`src/rtl/decode_pkg.sv`:
```
// Shared decode definitions: opcodes, one-hot instruction formats, slot state,
// and the opcode classifier used at capture time.
package decode_pkg;

  localparam logic [6:0] OP_OP     = 7'b0110011;
  localparam logic [6:0] OP_IMM    = 7'b0010011;
  localparam logic [6:0] OP_LOAD   = 7'b0000011;
  localparam logic [6:0] OP_JALR   = 7'b1100111;
  localparam logic [6:0] OP_SYSTEM = 7'b1110011;
  localparam logic [6:0] OP_STORE  = 7'b0100011;
  localparam logic [6:0] OP_BRANCH = 7'b1100011;
  localparam logic [6:0] OP_LUI    = 7'b0110111;
  localparam logic [6:0] OP_AUIPC  = 7'b0010111;
  localparam logic [6:0] OP_JAL    = 7'b1101111;

  localparam logic [5:0] FMT_R = 6'b000001;
  localparam logic [5:0] FMT_I = 6'b000010;
  localparam logic [5:0] FMT_S = 6'b000100;
  localparam logic [5:0] FMT_B = 6'b001000;
  localparam logic [5:0] FMT_U = 6'b010000;
  localparam logic [5:0] FMT_J = 6'b100000;

  typedef enum logic {
    SLOT_EMPTY = 1'b0,
    SLOT_FULL  = 1'b1
  } slot_e;

  typedef struct packed {
    logic       illegal;
    logic [5:0] fmt;
  } cls_t;

  // Every legal opcode ends in 2'b11, so a compressed/invalid low pair falls to default.
  function automatic cls_t classify(input logic [6:0] opcode);
    cls_t c;
    c.illegal = 1'b0;
    c.fmt     = FMT_R;
    case (opcode)
      OP_OP:                               c.fmt = FMT_R;
      OP_IMM, OP_LOAD, OP_JALR, OP_SYSTEM: c.fmt = FMT_I;
      OP_STORE:                            c.fmt = FMT_S;
      OP_BRANCH:                           c.fmt = FMT_B;
      OP_LUI, OP_AUIPC:                    c.fmt = FMT_U;
      OP_JAL:                              c.fmt = FMT_J;
      default:                             c.illegal = 1'b1;
    endcase
    return c;
  endfunction

endpackage

```
`src/rtl/decode_imm.sv`:
```
// Immediate generator: sign-extended immediate from an instruction word and its
// one-hot format. R-type (and therefore illegal) instructions yield zero.
module imm
  import decode_pkg::*;
(
  input  logic [31:0] i_inst,
  input  logic [5:0]  i_format,
  output logic [31:0] o_imm
);

  always_comb begin
    o_imm = '0;
    case (i_format)
      FMT_I: o_imm = {{20{i_inst[31]}}, i_inst[31:20]};
      FMT_S: o_imm = {{20{i_inst[31]}}, i_inst[31:25], i_inst[11:7]};
      FMT_B: o_imm = {{19{i_inst[31]}}, i_inst[31], i_inst[7], i_inst[30:25],
                      i_inst[11:8], 1'b0};
      FMT_U: o_imm = {i_inst[31:12], 12'b0};
      FMT_J: o_imm = {{11{i_inst[31]}}, i_inst[31], i_inst[19:12], i_inst[20],
                      i_inst[30:21], 1'b0};
      default: o_imm = '0;
    endcase
  end

endmodule

```
`src/rtl/decode_ctrl.sv`:
```
// Decode-stage controller: captures fetch words, classifies them, and presents a
// registered bundle to execute. Define DECODE_SKID_EN for a second skid entry.
module decode_ctrl
  import decode_pkg::*;
#(
  parameter int unsigned PC_W = 32
) (
  input  logic            i_clk,
  input  logic            i_rst,
  input  logic            i_flush,
  input  logic            i_fetch_valid,
  output logic            o_fetch_ready,
  input  logic [31:0]     i_inst,
  input  logic [PC_W-1:0] i_pc,
  output logic            o_dec_valid,
  input  logic            i_dec_ready,
  output logic [31:0]     o_inst,
  output logic [PC_W-1:0] o_pc,
  output logic [5:0]      o_format,
  output logic [31:0]     o_imm,
  output logic            o_illegal
);

  slot_e           r_state;
  slot_e           w_state_nxt;
  logic [31:0]     r_inst;
  logic [PC_W-1:0] r_pc;
  logic [5:0]      r_fmt;
  logic            r_ill;
  cls_t            w_in_cls;
  logic            w_in_xfer;
  logic            w_out_xfer;
  logic            w_load_main;

`ifdef DECODE_SKID_EN
  logic            r_sk_valid;
  logic            w_sk_valid_nxt;
  logic            w_load_skid;
  logic            w_main_from_skid;
  logic [31:0]     r_sk_inst;
  logic [PC_W-1:0] r_sk_pc;
  logic [5:0]      r_sk_fmt;
  logic            r_sk_ill;

  assign o_fetch_ready = !r_sk_valid;

  // Main refills from skid before fetch; skid is only ever occupied while main is full.
  always_comb begin
    w_in_cls         = classify(i_inst[6:0]);
    w_in_xfer        = i_fetch_valid && o_fetch_ready && !i_flush;
    w_out_xfer       = (r_state == SLOT_FULL) && i_dec_ready;
    w_state_nxt      = r_state;
    w_load_main      = 1'b0;
    w_load_skid      = 1'b0;
    w_main_from_skid = 1'b0;
    w_sk_valid_nxt   = r_sk_valid;
    if (i_flush) begin
      w_state_nxt    = SLOT_EMPTY;
      w_sk_valid_nxt = 1'b0;
    end else if ((r_state == SLOT_EMPTY) || w_out_xfer) begin
      if (r_sk_valid) begin
        w_main_from_skid = 1'b1;
        w_sk_valid_nxt   = 1'b0;
        w_state_nxt      = SLOT_FULL;
      end else if (w_in_xfer) begin
        w_load_main = 1'b1;
        w_state_nxt = SLOT_FULL;
      end else begin
        w_state_nxt = SLOT_EMPTY;
      end
    end else if (w_in_xfer) begin
      w_load_skid    = 1'b1;
      w_sk_valid_nxt = 1'b1;
    end
  end
`else
  assign o_fetch_ready = !o_dec_valid || i_dec_ready;

  always_comb begin
    w_in_cls    = classify(i_inst[6:0]);
    w_in_xfer   = i_fetch_valid && o_fetch_ready && !i_flush;
    w_out_xfer  = (r_state == SLOT_FULL) && i_dec_ready;
    w_state_nxt = r_state;
    w_load_main = 1'b0;
    if (i_flush) begin
      w_state_nxt = SLOT_EMPTY;
    end else if ((r_state == SLOT_EMPTY) || w_out_xfer) begin
      if (w_in_xfer) begin
        w_load_main = 1'b1;
        w_state_nxt = SLOT_FULL;
      end else begin
        w_state_nxt = SLOT_EMPTY;
      end
    end
  end
`endif

  always_ff @(posedge i_clk or posedge i_rst) begin
    if (i_rst) begin
      r_state <= SLOT_EMPTY;
      r_inst  <= '0;
      r_pc    <= '0;
      r_fmt   <= FMT_R;
      r_ill   <= 1'b0;
`ifdef DECODE_SKID_EN
      r_sk_valid <= 1'b0;
      r_sk_inst  <= '0;
      r_sk_pc    <= '0;
      r_sk_fmt   <= FMT_R;
      r_sk_ill   <= 1'b0;
`endif
    end else begin
      r_state <= w_state_nxt;
      if (w_load_main) begin
        r_inst <= i_inst;
        r_pc   <= i_pc;
        r_fmt  <= w_in_cls.fmt;
        r_ill  <= w_in_cls.illegal;
      end
`ifdef DECODE_SKID_EN
      else if (w_main_from_skid) begin
        r_inst <= r_sk_inst;
        r_pc   <= r_sk_pc;
        r_fmt  <= r_sk_fmt;
        r_ill  <= r_sk_ill;
      end
      r_sk_valid <= w_sk_valid_nxt;
      if (w_load_skid) begin
        r_sk_inst <= i_inst;
        r_sk_pc   <= i_pc;
        r_sk_fmt  <= w_in_cls.fmt;
        r_sk_ill  <= w_in_cls.illegal;
      end
`endif
    end
  end

  assign o_dec_valid = (r_state == SLOT_FULL);
  assign o_inst      = r_inst;
  assign o_pc        = r_pc;
  assign o_format    = r_fmt;
  assign o_illegal   = r_ill;

  imm u_imm (
    .i_inst   (r_inst),
    .i_format (r_fmt),
    .o_imm    (o_imm)
  );

endmodule
```
`config.mk`:
```
export PLATFORM = sky130hd
export DESIGN_NAME = decode_ctrl
export DESIGN_NICKNAME = d
export VERILOG_FILES = /design/src/rtl/decode_pkg.sv /design/src/rtl/decode_imm.sv /design/src/rtl/decode_ctrl.sv
export SDC_FILE = /design/constraint.sdc
export NUM_CORES = 1
export LEC_CHECK = 0
export CAP_MARGIN = 5
export CORE_AREA = 2 2 93 95
export CTS_BUF_LIST = sky130_fd_sc_hd__clkbuf_4
export DETAILED_ROUTE_END_ITERATION = 12
export DIE_AREA = 0 0 95 97
export PLACE_DENSITY = 0.89
export SETUP_SLACK_MARGIN = 0.3
export SLEW_MARGIN = 10
export SYNTH_ARGS = -nofsm -noshare
export SYNTH_HDL_FRONTEND = slang
export SYNTH_SLANG_ARGS = --single-unit
```
`constraint.sdc`:
```
create_clock -name i_clk -period 2.97 [get_ports i_clk]
set_clock_uncertainty 0.05 [all_clocks]
set_input_delay 0.594 -clock i_clk [delete_from_list [all_inputs] [get_ports i_clk]]
set_output_delay 0.594 -clock i_clk [all_outputs]
set_load 0.01 [all_outputs]
```
# After elaboration in Yosys (flattened, before gate mapping)
# Index checks and enable logic that the tools add are counted.
# word_totals
input_bits	69
regBits	72
elab_cells	40
# op_classes
reduce_logical	11
eq_ne	15
n_mux	8
bitwise_logic	1
# ops
cell	n
32-bit one-hot mux with 5 select lines	1
6-bit one-hot mux with 5 select lines	1
7-bit == test, second input constant	4
7-bit by 6-bit == test with 1-bit output, second input constant	3
7-bit by 5-bit == test with 1-bit output, second input constant	2
10-bit OR reduction	1
7-bit by 2-bit == test with 1-bit output, second input constant	1
6-bit by 2-bit == test with 1-bit output, second input constant	1
6-bit by 3-bit == test with 1-bit output, second input constant	1
6-bit by 4-bit == test with 1-bit output, second input constant	1
6-bit by 5-bit == test with 1-bit output, second input constant	1
6-bit == test, second input constant	1
1-bit two-way mux	6
4-bit OR reduction	1
1-bit logical AND	3
1-bit logical NOT	2
1-bit logical OR	2
2-bit nonzero test	1
2-bit OR reduction	1
1-bit NOT	1

# Logic depth before layout (Yosys ltp)
# Gate-level depths: netlist (run 1).
# depth
ltp_word	7
depth_mapped	7
depth_no_buf	5

# Hierarchy
# Synthesis (run 1) repeated with hierarchy kept, for this count alone.
# unflattened
cells_unflattened	390
hier_area_um2	3383.2
# modules_own_cells
module	area_per_inst_um2	cells_per_inst	n_inst
decode_ctrl	2798.9	313	1
imm	584.3	77	1

# Worst setup path after synthesis (run 1)
# Ideal clock, no wire load.
# synth_timing
kind	reg-to-output
start	reg r_fmt[2] (netlist: o_format[2])
end	out o_imm[20]
slack_ps	810
t_arrival_ps	1516
stages_incl_launch_ff	7
path_cell_list	dfrtp_1 > buf_2 > o21a_1 > a211o_1 > a21oi_1 > buf_2 > a21o_1
# synth_via
elab_chain_len	2
word_cells_on_any_way	6
cone_classes	5 x eq/ne; 1 x mux
# synth_lines
element	line_no	text
start, declared	decode_ctrl.sv:28	logic [5:0] r_fmt;
start signal, assigned	decode_ctrl.sv:117	r_fmt <= w_in_cls.fmt;
6-bit == test, or another cell as far along	decode_imm.sv:13	case (i_format)
32-bit one-hot mux with 5 select lines *	decode_imm.sv:13	
end, declared	decode_ctrl.sv:20	output logic [31:0] o_imm,
# Every way passes the cells marked *; elsewhere a longest branch is shown, timed or not.

# Worst setup path in the final report (run 1)
# layout_timing
start	reg r_fmt[2] (netlist: o_format[2])
end	out o_imm[1]
# The elaborated chain is that of the path after synthesis.

==> results of run 1 <==
## report_power, final
group          leakage (nW)  switching, mW  internal [mW]
Clock                0.0859          0.326          0.355
Sequential            0.887          0.103           1.11
Combinational          1.82          0.313          0.403
Total                  2.80          0.742           1.87
## area by class of cell
cell class / instances / area [um^2] / share of cell area
repair buffers: 209 / 1980 / 0.357
flip-flops and latches: 72 / 1810 / 0.327
multi-input cells: 278 / 1420 / 0.257
well taps: 105 / 131 / 0.0237
clock buffers: 11 / 82.6 / 0.0149
clock inverters: 5 / 72.6 / 0.0131
inverters: 11 / 41.3 / 0.00746
## worst min path at each step
| stage | start | to | cells past startpoint |
|---|---|---|---|
| floorplan | o_inst[0] | o_inst[0] | 2 |
| global placement | o_pc[31] | o_pc[31] | 2 |
| detailed placement | o_pc[29] | o_pc[29] | 2 |
| CTS | o_pc[31] | o_pc[31] | 2 |
| global route | o_pc[7] | o_pc[7] | 2 |
| finish | o_pc[31] | o_pc[31] | 2 |
## repair_timing
| item | in CTS | in global routing |
|---|---|---|
| endpoints found under the setup margin | 32 | 30 |
| buffers inserted | 18 | 9 |
| pin swaps | 4 | 6 |
| resized for setup | 120 | 36 |
| hold buffers | 0 | 0 |
| endpoints found under the hold margin | 0 | 0 |
| cloned | 1 | 0 |
## per-layer routing
metal | part of all wire | vias to the layer above
li1 | - | 1628
met1 | 0.38 | 1601
met2 | 0.53 | 131
met3 | 0.066 | 21
met4 | 0.018 | 0
met5 | 0 | -
## synth_stat cells, drive strengths merged, types with 2 or more instances
master and n:
and4b 2, a21o 11, nand2 188, nor4 2, nor2 6, o21ai 24
nand3b 5, xnor2 2, dfrtp 71, a21oi 3, a21boi 2, clkbuf 5
nor3 3, inv 11, a22o 6, nand3 3, or2 2, buf 16
and3 6
## sequential cells by signal, indices dropped and copies added, names as in the netlist
| name | flops |
|---|---|
| o_pc | 32 |
| o_illegal | 1 |
| o_inst | 32 |
| o_dec_valid | 1 |
| o_format | 6 |
## cell families after synthesis
kind of cell,Yosys count
xor gates and xnor gates,3
and+or+nand+nor,224
DFF,72
muxes,1
buffers and inverters,32
AOI/OAI and AO/OA,50
## worst max-delay path: stages, from the launching register on
cell           delay, ns
dfrtp_2             0.52
buf_4               0.18
buf_6               0.11
buf_6               0.12
nor4_4              0.30
buf_4               0.18
a22o_1              0.12
dlygate4sd2_1       0.26
## per-stage QoR
step	setup slack [ns]	hold WS (ns)
after detailed placement	0.161	0.412
after floorplan	0.503	0.464
after global placement	0.305	0.407
after CTS	0.0862	0.438
final	0.150	0.436
after global routing	0.0643	0.463
==> results.py, run 1 <==
metrics = {
    "global_route": {
        "top_usage_layer": "met2",
        "met2_usage": 0.388,
        "grt_usage": 0.221,
        "grt_pass1_vias": 3445,
        "grt_first_pass_wirelength_um": 16100,
        "met1_usage": 0.257,
        "grt-ovfl-total": 0,
        "antenna_found_initial": 0,
        "grt_max_degree": 75,
        "met3_usage": 0.0569,
    },
    "place": {
        "placed_area_um2": 5090,
        "portBuffers": 173,
        "dp.cells": 647,
        "dp_hpwl_um": 6880,
        "routabilityCongestion": 0.872,
    },
    "die": {
        "fp.dieH_um": 97,
        "die_w_um": 95,
        "core_um2": 8130,
        "start_util": 0.398,
        "rows": 33,
        "dieArea_um2": 9220,
        "io_pins": 174,
    },
    "cells_and_area": {
        "final_cell_mix": "nand2_1 (187), clkdlybuf4s50_1 (141), dfrtp_1 (66)",
        "fin_nets": 650,
        "area_growth_pct": 70.9,
        "n_fill_cell": 625,
        "fin_cells": 691,
        "stdcell_area_um2": 5530,
        "mostFrequentLayoutCell": "nand2_1",
        "diodes": 0,
        "drive_gt1_frac": 0.174,
        "final_core_util": 0.680,
    },
    "clocking": {
        "clk_pin_slew_ns": 0.11,
        "cts-htree-levels": 3,
        "cts-root-buf": "clkbuf_4",
        "clock_path_buffers": 2,
        "insertion_delay_ns": 0.39,
        "cts_made_buffers": 9,
        "clkSinkCount": 72,
        "cts_tree": "done",
    },
    "synthesis": {
        "synth_top_family_by_area": "simple AND/OR/NAND/NOR gates",
        "yosysTopAreaCellShare": 0.549,
        "ys_seq_area_frac": 0.557,
        "ys_warn_count": 0,
        "synth_cell_types": 35,
        "synth-main-ff-cell": "dfrtp_1",
        "synth_edf_count": 0,
        "syn_area_um2": 3240,
        "synth_fa_ha_area_frac": 0,
        "async_flop_share": 1.00,
        "syn-instance-count": 382,
        "synth-simple-area-share": 0.291,
        "syn_nets": 451,
        "synth_top_area_cell": "dfrtp_1",
        "synth_compound_area_frac": 0.0982,
        "synth_seq_cells": 72,
        "synth_area_per_cell_um2": 8.47,
        "synth_xor_area_frac": 0.00812,
        "synthMuxAreaShare": 0.00348,
        "ys_top_cells_by_area": "dfrtp_1 (55%), nand2_1 (22%), o21ai_0 (3.7%), a21o_1 (2.6%), buf_2 (2.0%)",
    },
    "worst_setup_path": {
        "crit_path_end_kind": "output pin",
        "start_kind": "register",
        "r2r_start": "o_dec_valid",
        "cp.arrival_ns": 2.18,
        "critPathLaunch": "o_format[2]",
        "reg2reg_slack_ns": 1.28,
        "crit_path_max_fanout": 6,
        "critical_path_class": "register to output pin",
        "ff2ff_path_depth": 4,
        "endpoint": "o_imm[1]",
        "cp.required_ns": 2.33,
        "r2r_end": "o_format[4]",
    },
    "drt": {
        "ant_nets": 0,
        "via_count": 3381,
        "dr.pass1.iters": 4,
        "dr.first_iter.drc_count": 102,
        "wl_per_cell_um": 15.2,
        "drc_errors": 0,
        "vias_per_cell": 4.89,
        "wl_um": 10500,
    },
    "sta": {
        "drv_slew": 0,
        "fmaxAchievable_mhz": 355,
        "slew_headroom": 0.482,
        "tightest_slew_ns": 0.775,
        "setup_violations": 0,
        "hold_violations": 0,
        "rsz0062_at_grt": "yes",
        "min_period_ns": 2.82,
        "finalCritPeriodShare": 0.949,
        "fin_tns_setup_ns": 0,
    },
    "power_and_ir_drop": {
        "pwr_density_cell_nw_per_um2": 472,
        "p_total_mw": 2.61,
        "ir_drop_mv": 0.276,
        "p_leak_nw": 2.80,
    },
    "flow_run": {
        "maxCapViolations": 0,
    },
    "status": {
        "status": "completed",
    },
    "min_path": {
        "hold_class": "register to register",
    },
}
No activity file was read; power rests on OpenSTA's default activity.
==> run 2: changes to the inputs <==
--- a/config.mk
+++ b/config.mk
@@ -5,12 +5,12 @@
 export SDC_FILE = /design/constraint.sdc
 export NUM_CORES = 1
 export LEC_CHECK = 0
-export CAP_MARGIN = 5
-export CORE_AREA = 2 2 93 95
+export CAP_MARGIN = 20
+export CORE_AREA = 2 2 72 125
 export CTS_BUF_LIST = sky130_fd_sc_hd__clkbuf_4
 export DETAILED_ROUTE_END_ITERATION = 12
-export DIE_AREA = 0 0 95 97
-export PLACE_DENSITY = 0.89
+export DIE_AREA = 0 0 74 127
+export PLACE_DENSITY = 0.87
 export SETUP_SLACK_MARGIN = 0.3
 export SLEW_MARGIN = 10
 export SYNTH_ARGS = -nofsm -noshare
==> run 2 against run 1 <==
  * Register-to-register slack is essentially flat
  * Clock power shrank 13%
  * Combinational power grew 1%
  * Sequential power is essentially flat
  * Critical path type unchanged
  * Critical endpoint is now o_imm[23]
==> results.py, run 2 (same netlist as run 1, synthesis figures left out) <==
metrics = {
    "place": {
        "dp_hpwl_um": 7310,
        "post-place-ws_ns": 0.270,
        "routabilityCongestion": 0.897,
        "portBuffers": 173,
    },
    "worst_setup_path": {
        "critical_path_class": "register to output pin",
        "cp.required_ns": 2.33,
        "crit_path_max_fanout": 5,
        "cp.arrival_ns": 2.12,
        "start_kind": "register",
        "ff2ff_path_depth": 4,
        "crit_path_end_kind": "output pin",
    },
    "sta": {
        "rsz0062_at_grt": "yes",
        "hold_violations": 0,
        "tightest_slew_ns": 0.584,
        "finalCritPeriodShare": 0.931,
        "setup_violations": 0,
        "drv_slew": 0,
        "holdWs_ns": 0.432,
        "slew_headroom": 0.610,
        "min_period_ns": 2.77,
        "fin_tns_setup_ns": 0,
        "fmaxAchievable_mhz": 362,
        "layout_setup_ws_ns": 0.205,
    },
    "drt": {
        "dr.pass1.iters": 4,
        "vias_per_cell": 4.77,
        "drc_errors": 0,
        "wl_um": 10800,
        "dr.first_iter.drc_count": 283,
        "via_count": 3341,
        "wl_per_cell_um": 15.4,
        "ant_nets": 0,
    },
    "clocking": {
        "cts-root-buf": "clkbuf_4",
        "clkSinkCount": 72,
        "clock_path_buffers": 2,
        "hold_buffers": 0,
        "insertion_delay_ns": 0.40,
        "cts_made_buffers": 9,
        "clk_pin_slew_ns": 0.11,
        "cts-htree-levels": 3,
        "cts_tree": "done",
    },
    "die": {
        "start_util": 0.389,
        "die_w_um": 74,
        "rows": 44,
        "io_pins": 174,
        "fp.dieH_um": 127,
        "core_um2": 8310,
        "dieArea_um2": 9400,
    },
    "global_route": {
        "grt_first_pass_wirelength_um": 16900,
        "grt_max_degree": 75,
        "grt_pass1_vias": 3495,
        "antenna_found_initial": 1,
        "grt_usage": 0.234,
        "grt-ovfl-total": 0,
    },
    "cells_and_area": {
        "n_fill_cell": 663,
        "mostFrequentLayoutCell": "nand2_1",
        "final_core_util": 0.651,
        "fin_nets": 648,
        "drive_gt1_frac": 0.173,
        "final_cell_mix": "nand2_1 (186), clkdlybuf4s50_1 (141), dfrtp_1 (66)",
        "area_growth_pct": 67.1,
    },
    "power_and_ir_drop": {
        "ir_drop_mv": 0.327,
        "p_total_mw": 2.53,
        "pwr_density_cell_nw_per_um2": 468,
        "p_leak_nw": 2.73,
    },
    "min_path": {
        "hold_class": "register to register",
        "min_path_cells": 2,
    },
    "flow_run": {
        "maxCapViolations": 0,
    },
    "status": {
        "status": "completed",
    },
}
==> run 2: metal layers <==
metal / track usage / routed length, um
met1: 0.248 / 3930
met2: 0.417 / 5890
met3: 0.0457 / 520
met4: 0.132 / 469
met5: 0 / 0
==> run 2: final timing paths <==
check | from | end | slack, ns
min in group asynchronous | i_rst | o_inst[31] | 0.51
max reg2reg | o_dec_valid | o_format[4] | 1.27
min reg2reg | o_pc[13] | o_pc[13] | 0.43
min | o_pc[13] | o_pc[13] | 0.43
max | o_format[3] | o_imm[23] | 0.20
max in group asynchronous | i_rst | o_inst[29] | 1.57
==> run 2: through the flow <==
| step | instances | cell area (um^2) |
|---|---|---|
| after floorplan | 382 | 3240 |
| after global placement | 657 | 5110 |
| after detailed placement | 657 | 5110 |
| after CTS | 692 | 5430 |
| after global routing | 700 | 5410 |
| final | 700 | 5410 |
==> run 2: where the power goes <==
group	total (mW)	leakage, nW	switching (mW)	internal, mW
clock	0.592	0.0668	0.344	0.248
sequential	1.21	0.887	0.0985	1.11
combinational	0.725	1.77	0.318	0.407
==> run 2: worst max-delay path: stages, from the launching register on <==
cell and delay (ns):
dfrtp_2 0.49, buf_6 0.15, nor3_4 0.22, nand2_2 0.12, a21oi_2 0.18, buf_4 0.13
buf_6 0.11, buf_4 0.12, a21o_1 0.09, buf_2 0.12
==> run 2: cell type report <==
| class | instances | area (um^2) | area share |
|---|---|---|---|
| Clock buffer | 9 | 67.6 | 0.0125 |
| Tap cell | 115 | 144 | 0.0266 |
| Inverter | 11 | 41.3 | 0.00764 |
| Clock inverter | 7 | 62.6 | 0.0116 |
| Antenna cell | 1 | 2.50 | 0.000463 |
| Multi-Input combinational cell | 278 | 1380 | 0.256 |
| Sequential cell | 72 | 1810 | 0.335 |
| Timing Repair Buffer | 207 | 1900 | 0.351 |
==> run 2: repair_timing <==
item	4_1_cts	5_1_grt
buffers inserted	18	7
gates cloned	1	0
pin swaps	6	8
endpoints found under the setup margin	32	30
resized for setup	70	71
